## config.mk

```make
export PLATFORM = sky130hd
export DESIGN_NAME = tank_move_ctl_flat
export DESIGN_NICKNAME = d
export VERILOG_FILES = /design/src/rtl/tank_move_ctl_if.sv /design/src/rtl/tank_move_ctl.sv /design/src/flat_wrapper.sv
export SDC_FILE = /design/constraint.sdc
export NUM_CORES = 1
export LEC_CHECK = 0
export CORE_AREA = 2 2 70 139
export DETAILED_ROUTE_END_ITERATION = 8
export DIE_AREA = 0 0 72 141
export GPL_TIMING_DRIVEN = 0
export PLACE_DENSITY = 0.73
export SYNTH_ARGS = -nofsm -noshare
export SYNTH_HDL_FRONTEND = slang
export SYNTH_SLANG_ARGS = --single-unit
```

## constraint.sdc

```tcl
create_clock -name clk -period 3.43 [get_ports clk]
set_input_delay 0.343 -clock clk [delete_from_list [all_inputs] [get_ports clk]]
set_output_delay 0.343 -clock clk [all_outputs]
set_load 0.02 [all_outputs]
```

## src/rtl/tank_move_ctl_if.sv

```systemverilog
// Signal bundle between the frame/key/hit sources and the tank motion controller.
// The master side drives frame timing, keys and hit; the slave (controller) drives
// the sprite position, facing and visibility back to the drawing stage.
interface tank_move_ctl_if;
  logic       vblnk;
  logic       key_up;
  logic       key_down;
  logic       key_left;
  logic       key_right;
  logic       hit;
  logic [9:0] posX;
  logic [9:0] posY;
  logic [1:0] direction;
  logic       select;
  logic       frame_done;

  modport master (
    output vblnk, key_up, key_down, key_left, key_right, hit,
    input  posX, posY, direction, select, frame_done
  );

  modport slave (
    input  vblnk, key_up, key_down, key_left, key_right, hit,
    output posX, posY, direction, select, frame_done
  );
endinterface

```

## src/rtl/tank_move_ctl.sv

```systemverilog
// Per-frame motion and lifecycle controller for one player tank.
// A frame tick (vblnk rising edge) runs IDLE -> EVAL -> COMMIT; EVAL computes the
// candidate state from the keys, COMMIT loads it onto the registered outputs.
module tank_move_ctl #(
  parameter int SCREEN_W       = 800,
  parameter int SCREEN_H       = 600,
  parameter int TANK_LONG      = 64,
  parameter int TANK_SHORT     = 48,
  parameter int STEP           = 2,
  parameter int INIT_X         = 376,
  parameter int INIT_Y         = 268,
  parameter int RESPAWN_FRAMES = 120
) (
  input logic           clk,
  input logic           rst,
  tank_move_ctl_if.slave bus
);

  typedef enum logic [1:0] {IDLE, EVAL, COMMIT} state_t;

  localparam int CW = $clog2(RESPAWN_FRAMES + 1);

  // 11-bit copies so edge arithmetic never wraps.
  localparam logic [10:0]   W11         = 11'(SCREEN_W);
  localparam logic [10:0]   H11         = 11'(SCREEN_H);
  localparam logic [10:0]   LONG11      = 11'(TANK_LONG);
  localparam logic [10:0]   SHORT11     = 11'(TANK_SHORT);
  localparam logic [10:0]   STEP11      = 11'(STEP);
  localparam logic [9:0]    STEP10      = 10'(STEP);
  localparam logic [9:0]    INIT_X10    = 10'(INIT_X);
  localparam logic [9:0]    INIT_Y10    = 10'(INIT_Y);
  localparam logic [CW-1:0] RESPAWN_CNT = CW'(RESPAWN_FRAMES);
  localparam logic [CW-1:0] CNT_ONE     = CW'(1);

  state_t          state;
  logic            vblnk_d;
  logic            hit_latch;
  logic [CW-1:0]   death_cnt;
  logic [9:0]      pos_x;
  logic [9:0]      pos_y;
  logic [1:0]      dir;
  logic            alive;
  logic            done;

  // Candidate state captured in EVAL, applied in COMMIT.
  logic [9:0]      cand_x;
  logic [9:0]      cand_y;
  logic [1:0]      cand_dir;
  logic            cand_sel;
  logic [CW-1:0]   cand_cnt;
  logic            cand_kill;

  // Combinational next-state values for the frame being evaluated.
  logic            req_valid;
  logic [1:0]      req_dir;
  logic [10:0]     fw_req;
  logic [10:0]     fh_req;
  logic [10:0]     lim_x;
  logic [10:0]     lim_y;
  logic [10:0]     sum_x;
  logic [10:0]     sum_y;
  logic [9:0]      nxt_x;
  logic [9:0]      nxt_y;
  logic [1:0]      nxt_dir;
  logic            nxt_sel;
  logic [CW-1:0]   nxt_cnt;
  logic            nxt_kill;

  logic            tick;
  assign tick = bus.vblnk & ~vblnk_d;

  // Frame rules: kill, dead countdown, respawn, then turn or move with clamping.
  always_comb begin
    req_valid = bus.key_up | bus.key_down | bus.key_left | bus.key_right;
    if (bus.key_up)          req_dir = 2'd0;
    else if (bus.key_down)   req_dir = 2'd1;
    else if (bus.key_left)   req_dir = 2'd2;
    else                     req_dir = 2'd3;
    // Footprint of the requested facing; equals the current one when moving straight.
    fw_req   = req_dir[1] ? LONG11 : SHORT11;
    fh_req   = req_dir[1] ? SHORT11 : LONG11;
    lim_x    = W11 - fw_req;
    lim_y    = H11 - fh_req;
    sum_x    = {1'b0, pos_x} + STEP11;
    sum_y    = {1'b0, pos_y} + STEP11;
    nxt_x    = pos_x;
    nxt_y    = pos_y;
    nxt_dir  = dir;
    nxt_sel  = alive;
    nxt_cnt  = death_cnt;
    nxt_kill = 1'b0;
    if (alive && hit_latch) begin
      nxt_sel  = 1'b0;
      nxt_cnt  = RESPAWN_CNT;
      nxt_kill = 1'b1;
    end else if (!alive && death_cnt > CNT_ONE) begin
      nxt_cnt = death_cnt - CNT_ONE;
    end else if (!alive) begin
      nxt_x   = INIT_X10;
      nxt_y   = INIT_Y10;
      nxt_dir = 2'd0;
      nxt_sel = 1'b1;
      nxt_cnt = '0;
    end else if (req_valid) begin
      if (req_dir != dir) begin
        // Turn in place, pulling the sprite back on screen for the new footprint.
        nxt_dir = req_dir;
        nxt_x   = ({1'b0, pos_x} > lim_x) ? lim_x[9:0] : pos_x;
        nxt_y   = ({1'b0, pos_y} > lim_y) ? lim_y[9:0] : pos_y;
      end else begin
        case (req_dir)
          2'd0:    nxt_y = ({1'b0, pos_y} >= STEP11) ? pos_y - STEP10 : 10'd0;
          2'd1:    nxt_y = (sum_y > lim_y) ? lim_y[9:0] : sum_y[9:0];
          2'd2:    nxt_x = ({1'b0, pos_x} >= STEP11) ? pos_x - STEP10 : 10'd0;
          default: nxt_x = (sum_x > lim_x) ? lim_x[9:0] : sum_x[9:0];
        endcase
      end
    end
  end

  // Frame FSM with registered outputs, edge detector and hit latch.
  always_ff @(posedge clk) begin
    if (rst) begin
      state     <= IDLE;
      vblnk_d   <= 1'b0;
      hit_latch <= 1'b0;
      death_cnt <= '0;
      pos_x     <= INIT_X10;
      pos_y     <= INIT_Y10;
      dir       <= 2'd0;
      alive     <= 1'b1;
      done      <= 1'b0;
      cand_x    <= INIT_X10;
      cand_y    <= INIT_Y10;
      cand_dir  <= 2'd0;
      cand_sel  <= 1'b1;
      cand_cnt  <= '0;
      cand_kill <= 1'b0;
    end else begin
      vblnk_d <= bus.vblnk;
      done    <= 1'b0;
      case (state)
        IDLE: begin
          if (tick) state <= EVAL;
        end
        EVAL: begin
          cand_x    <= nxt_x;
          cand_y    <= nxt_y;
          cand_dir  <= nxt_dir;
          cand_sel  <= nxt_sel;
          cand_cnt  <= nxt_cnt;
          cand_kill <= nxt_kill;
          state     <= COMMIT;
        end
        COMMIT: begin
          pos_x     <= cand_x;
          pos_y     <= cand_y;
          dir       <= cand_dir;
          alive     <= cand_sel;
          death_cnt <= cand_cnt;
          done      <= 1'b1;
          state     <= IDLE;
        end
        default: state <= IDLE;
      endcase
      // A committed kill consumes the latch; hits while hidden are ignored.
      if (state == COMMIT && cand_kill) hit_latch <= 1'b0;
      else if (bus.hit && alive)        hit_latch <= 1'b1;
    end
  end

  assign bus.posX       = pos_x;
  assign bus.posY       = pos_y;
  assign bus.direction  = dir;
  assign bus.select     = alive;
  assign bus.frame_done = done;

endmodule

```

## src/flat_wrapper.sv

```systemverilog
// flat-port wrapper written by rule: the top's interface ports become plain ports
module tank_move_ctl_flat 
#(
  parameter int SCREEN_W       = 800,
  parameter int SCREEN_H       = 600,
  parameter int TANK_LONG      = 64,
  parameter int TANK_SHORT     = 48,
  parameter int STEP           = 2,
  parameter int INIT_X         = 376,
  parameter int INIT_Y         = 268,
  parameter int RESPAWN_FRAMES = 120
)
  (clk, rst, bus_vblnk, bus_key_up, bus_key_down, bus_key_left, bus_key_right, bus_hit, bus_posX, bus_posY, bus_direction, bus_select, bus_frame_done);
  tank_move_ctl_if bus_i ();
  input logic clk;
  input logic rst;
  input wire logic [$bits(bus_i.vblnk)-1:0] bus_vblnk;
  input wire logic [$bits(bus_i.key_up)-1:0] bus_key_up;
  input wire logic [$bits(bus_i.key_down)-1:0] bus_key_down;
  input wire logic [$bits(bus_i.key_left)-1:0] bus_key_left;
  input wire logic [$bits(bus_i.key_right)-1:0] bus_key_right;
  input wire logic [$bits(bus_i.hit)-1:0] bus_hit;
  output wire logic [$bits(bus_i.posX)-1:0] bus_posX;
  output wire logic [$bits(bus_i.posY)-1:0] bus_posY;
  output wire logic [$bits(bus_i.direction)-1:0] bus_direction;
  output wire logic [$bits(bus_i.select)-1:0] bus_select;
  output wire logic [$bits(bus_i.frame_done)-1:0] bus_frame_done;
  assign bus_i.vblnk = bus_vblnk;
  assign bus_i.key_up = bus_key_up;
  assign bus_i.key_down = bus_key_down;
  assign bus_i.key_left = bus_key_left;
  assign bus_i.key_right = bus_key_right;
  assign bus_i.hit = bus_hit;
  assign bus_posX = bus_i.posX;
  assign bus_posY = bus_i.posY;
  assign bus_direction = bus_i.direction;
  assign bus_select = bus_i.select;
  assign bus_frame_done = bus_i.frame_done;
  tank_move_ctl #(.SCREEN_W(SCREEN_W), .SCREEN_H(SCREEN_H), .TANK_LONG(TANK_LONG), .TANK_SHORT(TANK_SHORT), .STEP(STEP), .INIT_X(INIT_X), .INIT_Y(INIT_Y), .RESPAWN_FRAMES(RESPAWN_FRAMES)) u_core (.clk(clk), .rst(rst), .bus(bus_i));
endmodule
```

== Word-level counts from Yosys, hierarchy flattened ==
Cells that the tools add are included.

* Mux-type cells: 37
* Order comparisons: 7
* Add/subtract/negate cells: 7
* Reduce and logical (&&, ||, !) cells: 9
* Bitwise logic cells: 5
* Eq/ne operators: 6

{| class="wikitable"
|+ Operator list
! cell !! number
|-
| 2-to-1 mux 10 bit || 16
|-
| case mux 10 bit (2 select lines) || 2
|-
| 2-to-1 mux 7 bit || 5
|-
| adder 10 x 2 -> 11 bit (second input constant) || 2
|-
| greater-than comparator 10 x 11 -> 1 bit || 2
|-
| greater-than comparator 11 bit || 2
|-
| subtractor 10 x 11 -> 11 bit (first input constant) || 2
|-
| greater-or-equal comparator 10 x 2 -> 1 bit (second input constant) || 2
|-
| subtractor 10 x 2 -> 10 bit (second input constant) || 2
|-
| 2-to-1 mux 2 bit || 8
|-
| greater-than comparator 7 x 1 -> 1 bit (second input constant) || 1
|-
| subtractor 7 x 1 -> 7 bit (second input constant) || 1
|-
| 2-to-1 mux 1 bit || 5
|-
| equality test 2 x 1 -> 1 bit (second input constant) || 2
|-
| equality test 2 bit (second input constant) || 2
|-
| logical AND 1 bit || 4
|-
| logical NOT 2 bit || 2
|-
| case mux 2 bit (2 select lines) || 1
|-
| OR reduction 2 bit || 2
|-
| bitwise OR 1 bit || 3
|-
| != test 2 x 1 -> 1 bit (second input constant) || 1
|-
| != test 2 bit || 1
|-
| AND 1 bit || 1
|-
| logical NOT 1 bit || 1
|-
| inverter 1 bit || 1
|}

* Flip-flop bits (word level): 66
* Output and inout port bits: 24
* Input port bits: 8

== Longest topological paths before layout ==
* Word-level depth: 13
* Depth in mapped cells: 12

== Worst setup path before layout ==
Ideal clock, no wire load.

* Kind: input-to-reg
* From: in bus_key_up
* To: reg u_core.cand_y[1]
* Required time: 3.348 ns
* Arrival time: 2.756 ns
* Setup time: 0.082 ns
* Setup slack: 0.592 ns
* Stages: 12
* Path buffers: 3
* Path through: clkbuf_1 or2_2 buf_2 inv_1 clkbuf_1 ha_1 a21o_1 a21oi_1 o211ai_1 a211o_1 and2_1 o221ai_1

* Longest elaborated chain between the ends: 11

{| class="wikitable"
|+ Ends and longest elaborated chain
! what !! RTL line !! source
|-
| start, declared || flat_wrapper.sv:18 || <nowiki>input wire logic [$bits(bus_i.key_up)-1:0] bus_key_up;</nowiki>
|-
| 2-to-1 mux 2 bit || tank_move_ctl.sv:75 || <nowiki>if (bus.key_up) req_dir = 2'd0;</nowiki>
|-
| 2-to-1 mux 7 bit || tank_move_ctl.sv:81 || <nowiki>fh_req = req_dir[1] ? SHORT11 : LONG11;</nowiki>
|-
| subtractor 10 x 11 -> 11 bit || tank_move_ctl.sv:83 || <nowiki>lim_y = H11 - fh_req;</nowiki>
|-
| greater-than comparator 11 bit || tank_move_ctl.sv:113 || <nowiki>2'd1: nxt_y = (sum_y > lim_y) ? lim_y[9:0] : sum_y[9:0];</nowiki>
|-
| 2-to-1 mux 10 bit || tank_move_ctl.sv:113 ||
|-
| case mux 10 bit (2 select lines) || tank_move_ctl.sv:111 || <nowiki>case (req_dir)</nowiki>
|-
| 2-to-1 mux 10 bit || tank_move_ctl.sv:105 || <nowiki>if (req_dir != dir) begin</nowiki>
|-
| 2-to-1 mux 10 bit (*) || tank_move_ctl.sv:104 || <nowiki>end else if (req_valid) begin</nowiki>
|-
| 2-to-1 mux 10 bit (*) || tank_move_ctl.sv:98 || <nowiki>end else if (!alive) begin</nowiki>
|-
| 2-to-1 mux 10 bit (*) || tank_move_ctl.sv:96 || <nowiki>end else if (!alive && death_cnt > CNT_ONE) begin</nowiki>
|-
| 2-to-1 mux 10 bit (*) || tank_move_ctl.sv:92 || <nowiki>if (alive && hit_latch) begin</nowiki>
|-
| end signal, assigned || tank_move_ctl.sv:148 || <nowiki>cand_y <= nxt_y;</nowiki>
|-
| end, declared || tank_move_ctl.sv:47 || <nowiki>logic [9:0] cand_y;</nowiki>
|}

Mark *: on every way between the ends. The rest lies on a longest branch, timed or not.
A chain may end at the register's enable or synchronous reset.

== Worst setup path after layout ==
* From: in bus_key_up
* To: reg u_core.cand_y[2]

Same word-level chain as after synthesis.

==> flow_summary.toml <==
[status]
outcome = "finished clean"

[clocking]
post_cts_resized = 4
cts_buffers = 9
clk_transition_reported_paths_ns = 0.05
cts_tree = "built"
clk_latency_ns = 0.34
cts_hold_buffers = 0
cts_buffer_depth = 2
cts.htree.levels = 3
cts_sinks = 66
cts_root_buffer = "clkbuf_16"
post_cts_buffers = 0

[place]
port_buffers = 31
dpl.hpwl_um = 12900
gp_congestion = 0.953

[synthesis]
yosys_most_used_dff = "dfxtp_1"
synth.most_common_cell = "nand2_1"
netlist.area_leader.share = 0.271
synth_simple_gate_area_frac = 0.295
synth_seq_area_share = 0.271
syn_avg_cell_area_um2 = 7.36
synth_area_um2 = 4880
synth_seq_cells = 66
synth_fa_ha_area_frac = 0.0410
synth_area_leaders = "dfxtp_1 (27%), nand2_1 (7.0%), a21oi_1 (5.1%)"
async_flop_share = 0
ys_types = 72
synth-compound-area-share = 0.294
ys_warn_count = 0
syn-num-nets = 687
synthMuxAreaShare = 0.00846
synth_top_area_cell = "dfxtp_1"
synth_cells = 663
synth_xor_area_frac = 0.0251
synth_edf_count = 0
synthTopCellsByCount = "nand2_1 (91), dfxtp_1 (66), nor2_1 (54)"
synth_top_family_by_area = "simple AND/OR/NAND/NOR gates"

[worst_setup_path]
cpMaxStageDelayCell = "clkdlybuf4s50_1"
path_class = "input port to flop"
crit_required_ns = 3.64
end_kind = "flop"
crit_chain = "clkdlybuf4s50_1 > clkbuf_2 > or2_4 > inv_1 > clkbuf_4 > ha_1 > a21o_1 > a21oi_1 > o211ai_1 > a211oi_1 > o32a_1 > o31a_1"
critPathMaxFanout = 14
worst_setup_path_start_kind = "input port"
crit_arrival_ns = 3.61
slowest_delay_ns = 0.55
reg2regPathDepth = 10

[global_route]
grt_pass1_vias = 4918
grt_max_degree = 15
grt_overflow_total = 0
grtUsageTotal = 0.349
grt_pass1_wl_um = 27400
antenna_found_initial = 0

[route]
wire_per_inst_um = 21.8
antenna_left = 0
routed_wl_um = 17700
drt_pre_antenna_iters = 8
drt_iter0_markers = 726
post-route-drc-count = 0
avgViaCountPerCell = 6.69
vias = 5435

[final_layout]
final_util = 0.612
layout-drive-gt1-share = 0.0734
final_nets = 728
antenna_cells = 0
area_growth_pct = 15.3

[timing]
max_slew_margin = 0.211
finClkSkew_ns = 0.00717
holdWs_ns = 0.401
drv_slew = 0
setup-violations-final = 0
finalHoldViolations = 0
post-route-min-period_ns = 3.39
tightest_slew_ns = 1.18
rsz0062_at_grt = "no"
maxClockFrequency_mhz = 295
fin_crit_sh = 0.989

[power]
p_clk_frac = 0.438
p_seq_frac = 0.400
power_density_nw_per_um2 = 361
peakVddDrop_mv = 0.331
switchingPower_uw = 568
leakage_uw = 0.00196
netSwitchingFraction = 0.280
p_int_uw = 1460
power_frac_comb = 0.162
power_uw = 2030

[die]
die_w_um = 72
die_area_um2 = 10200
rows = 50
core_um2 = 9200
die_h_um = 141
io_pins = 32
start_util = 0.531

[hold_path]
holdPathStages = 1
hold_path.class = "flop to flop"

[run]
maxCapViolCount = 0
[final cells by class]
class | instances | area, um2
Multi-Input combinational cell | 520 | 3260
Inverter | 21 | 78.8
Tap cell | 104 | 130
Clock buffer | 14 | 284
Fill cell | 879 | 3570
Timing Repair Buffer | 31 | 310
Sequential cell | 66 | 1320
Clock inverter | 1 | 7.51
Buffer | 55 | 239
[power by group through the flow]
stage	logic [uW]	registers, uW	clock network, uW
floorplan	199	829	0
global placement	317	827	0
detailed placement	314	828	0
CTS	317	812	898
global route	346	815	924
finish	328	813	889
[through the flow]
stage / area, um2 / TNS [ns] / instances / setup slack [ns]
6_report: 5630 / 0 / 812 / 0.0360
5_1_grt: 5630 / 0 / 812 / 0.0358
4_1_cts: 5610 / 0 / 812 / 0.00387
3_5_place_dp: 5320 / -7.98 / 798 / -0.738
3_3_place_gp: 5320 / -8.22 / 798 / -0.758
2_1_floorplan: 4880 / 0 / 663 / 0.592
[sequential cells by signal, summed over array words and instances (netlist names), 2 cells and up]
register	cells
u_core.bus.direction	2
u_core.cand_y	10
u_core.cand_x	10
u_core.death_cnt	7
u_core.state	2
u_core.cand_dir	2
u_core.cand_cnt	7
u_core.bus.posY	10
u_core.bus.posX	10
[worst paths after layout]
kind	startpoint	end	slack, ns
setup / recovery	bus_key_up	u_core.cand_y[2]	0.04
setup reg to reg	u_core.bus.posY[3]	u_core.cand_y[8]	0.40
hold / removal	u_core.vblnk_d	u_core.state[0]	0.40
hold reg to reg	u_core.vblnk_d	u_core.state[0]	0.40
[worst max-delay path, delay by kind of cell]
| kind | cells | cell delay (ns) |
|---|---|---|
| AND/OR/NAND/NOR | 1 | 0.31 |
| adder cells (fa/ha/maj) | 1 | 0.32 |
| buffers and inverters | 4 | 1.23 |
| AO/OA/AOI/OAI | 6 | 1.38 |
[routing by layer]
layer	up-vias	track usage	wire length (um)
li1	2511	-	-
met1	2534	0.452	7070
met2	312	0.564	8410
met3	78	0.0508	1300
met4	0	0.163	899
met5	-	0	0
[cell families after synthesis]
| logic type | Yosys count |
|---|---|
| AO/OA/AOI/OAI | 208 |
| XOR/XNOR | 14 |
| adder cells (fa/ha/maj) | 16 |
| buffers and inverters | 77 |
| flip-flops | 66 |
| multiplexers | 4 |
| AND/OR/NAND/NOR | 278 |
[cell usage in the layout, fill, tap and decap left out, types with 4 or more instances in the layout]
master / netlist / final
nor2b_1: 10 / 10
clkbuf_1: 38 / 37
o31ai_1: 5 / 5
nor3b_1: 7 / 7
or3_1: 5 / 5
and3_1: 9 / 9
buf_2: 10 / 9
a31oi_1: 12 / 12
a22oi_1: 7 / 7
and2_1: 5 / 5
nand3b_1: 6 / 6
a21o_1: 5 / 5
buf_1: 5 / 5
a211o_1: 10 / 10
nor2_1: 54 / 54
a211oi_1: 16 / 16
o211ai_1: 15 / 15
xnor2_1: 11 / 11
clkdlybuf4s50_1: 0 / 31
nand4_1: 11 / 11
o21ai_0: 41 / 40
inv_1: 21 / 21
and4_1: 4 / 4
nand2_1: 91 / 91
nor3_1: 23 / 23
dfxtp_1: 66 / 66
nand3_1: 14 / 14
clkbuf_16: 0 / 9
o32ai_1: 5 / 5
a21oi_1: 50 / 50
clkbuf_8: 0 / 4
ha_1: 16 / 16
nor4_1: 5 / 5
nand2b_1: 11 / 11
No activity file was read; power rests on OpenSTA's default activity.
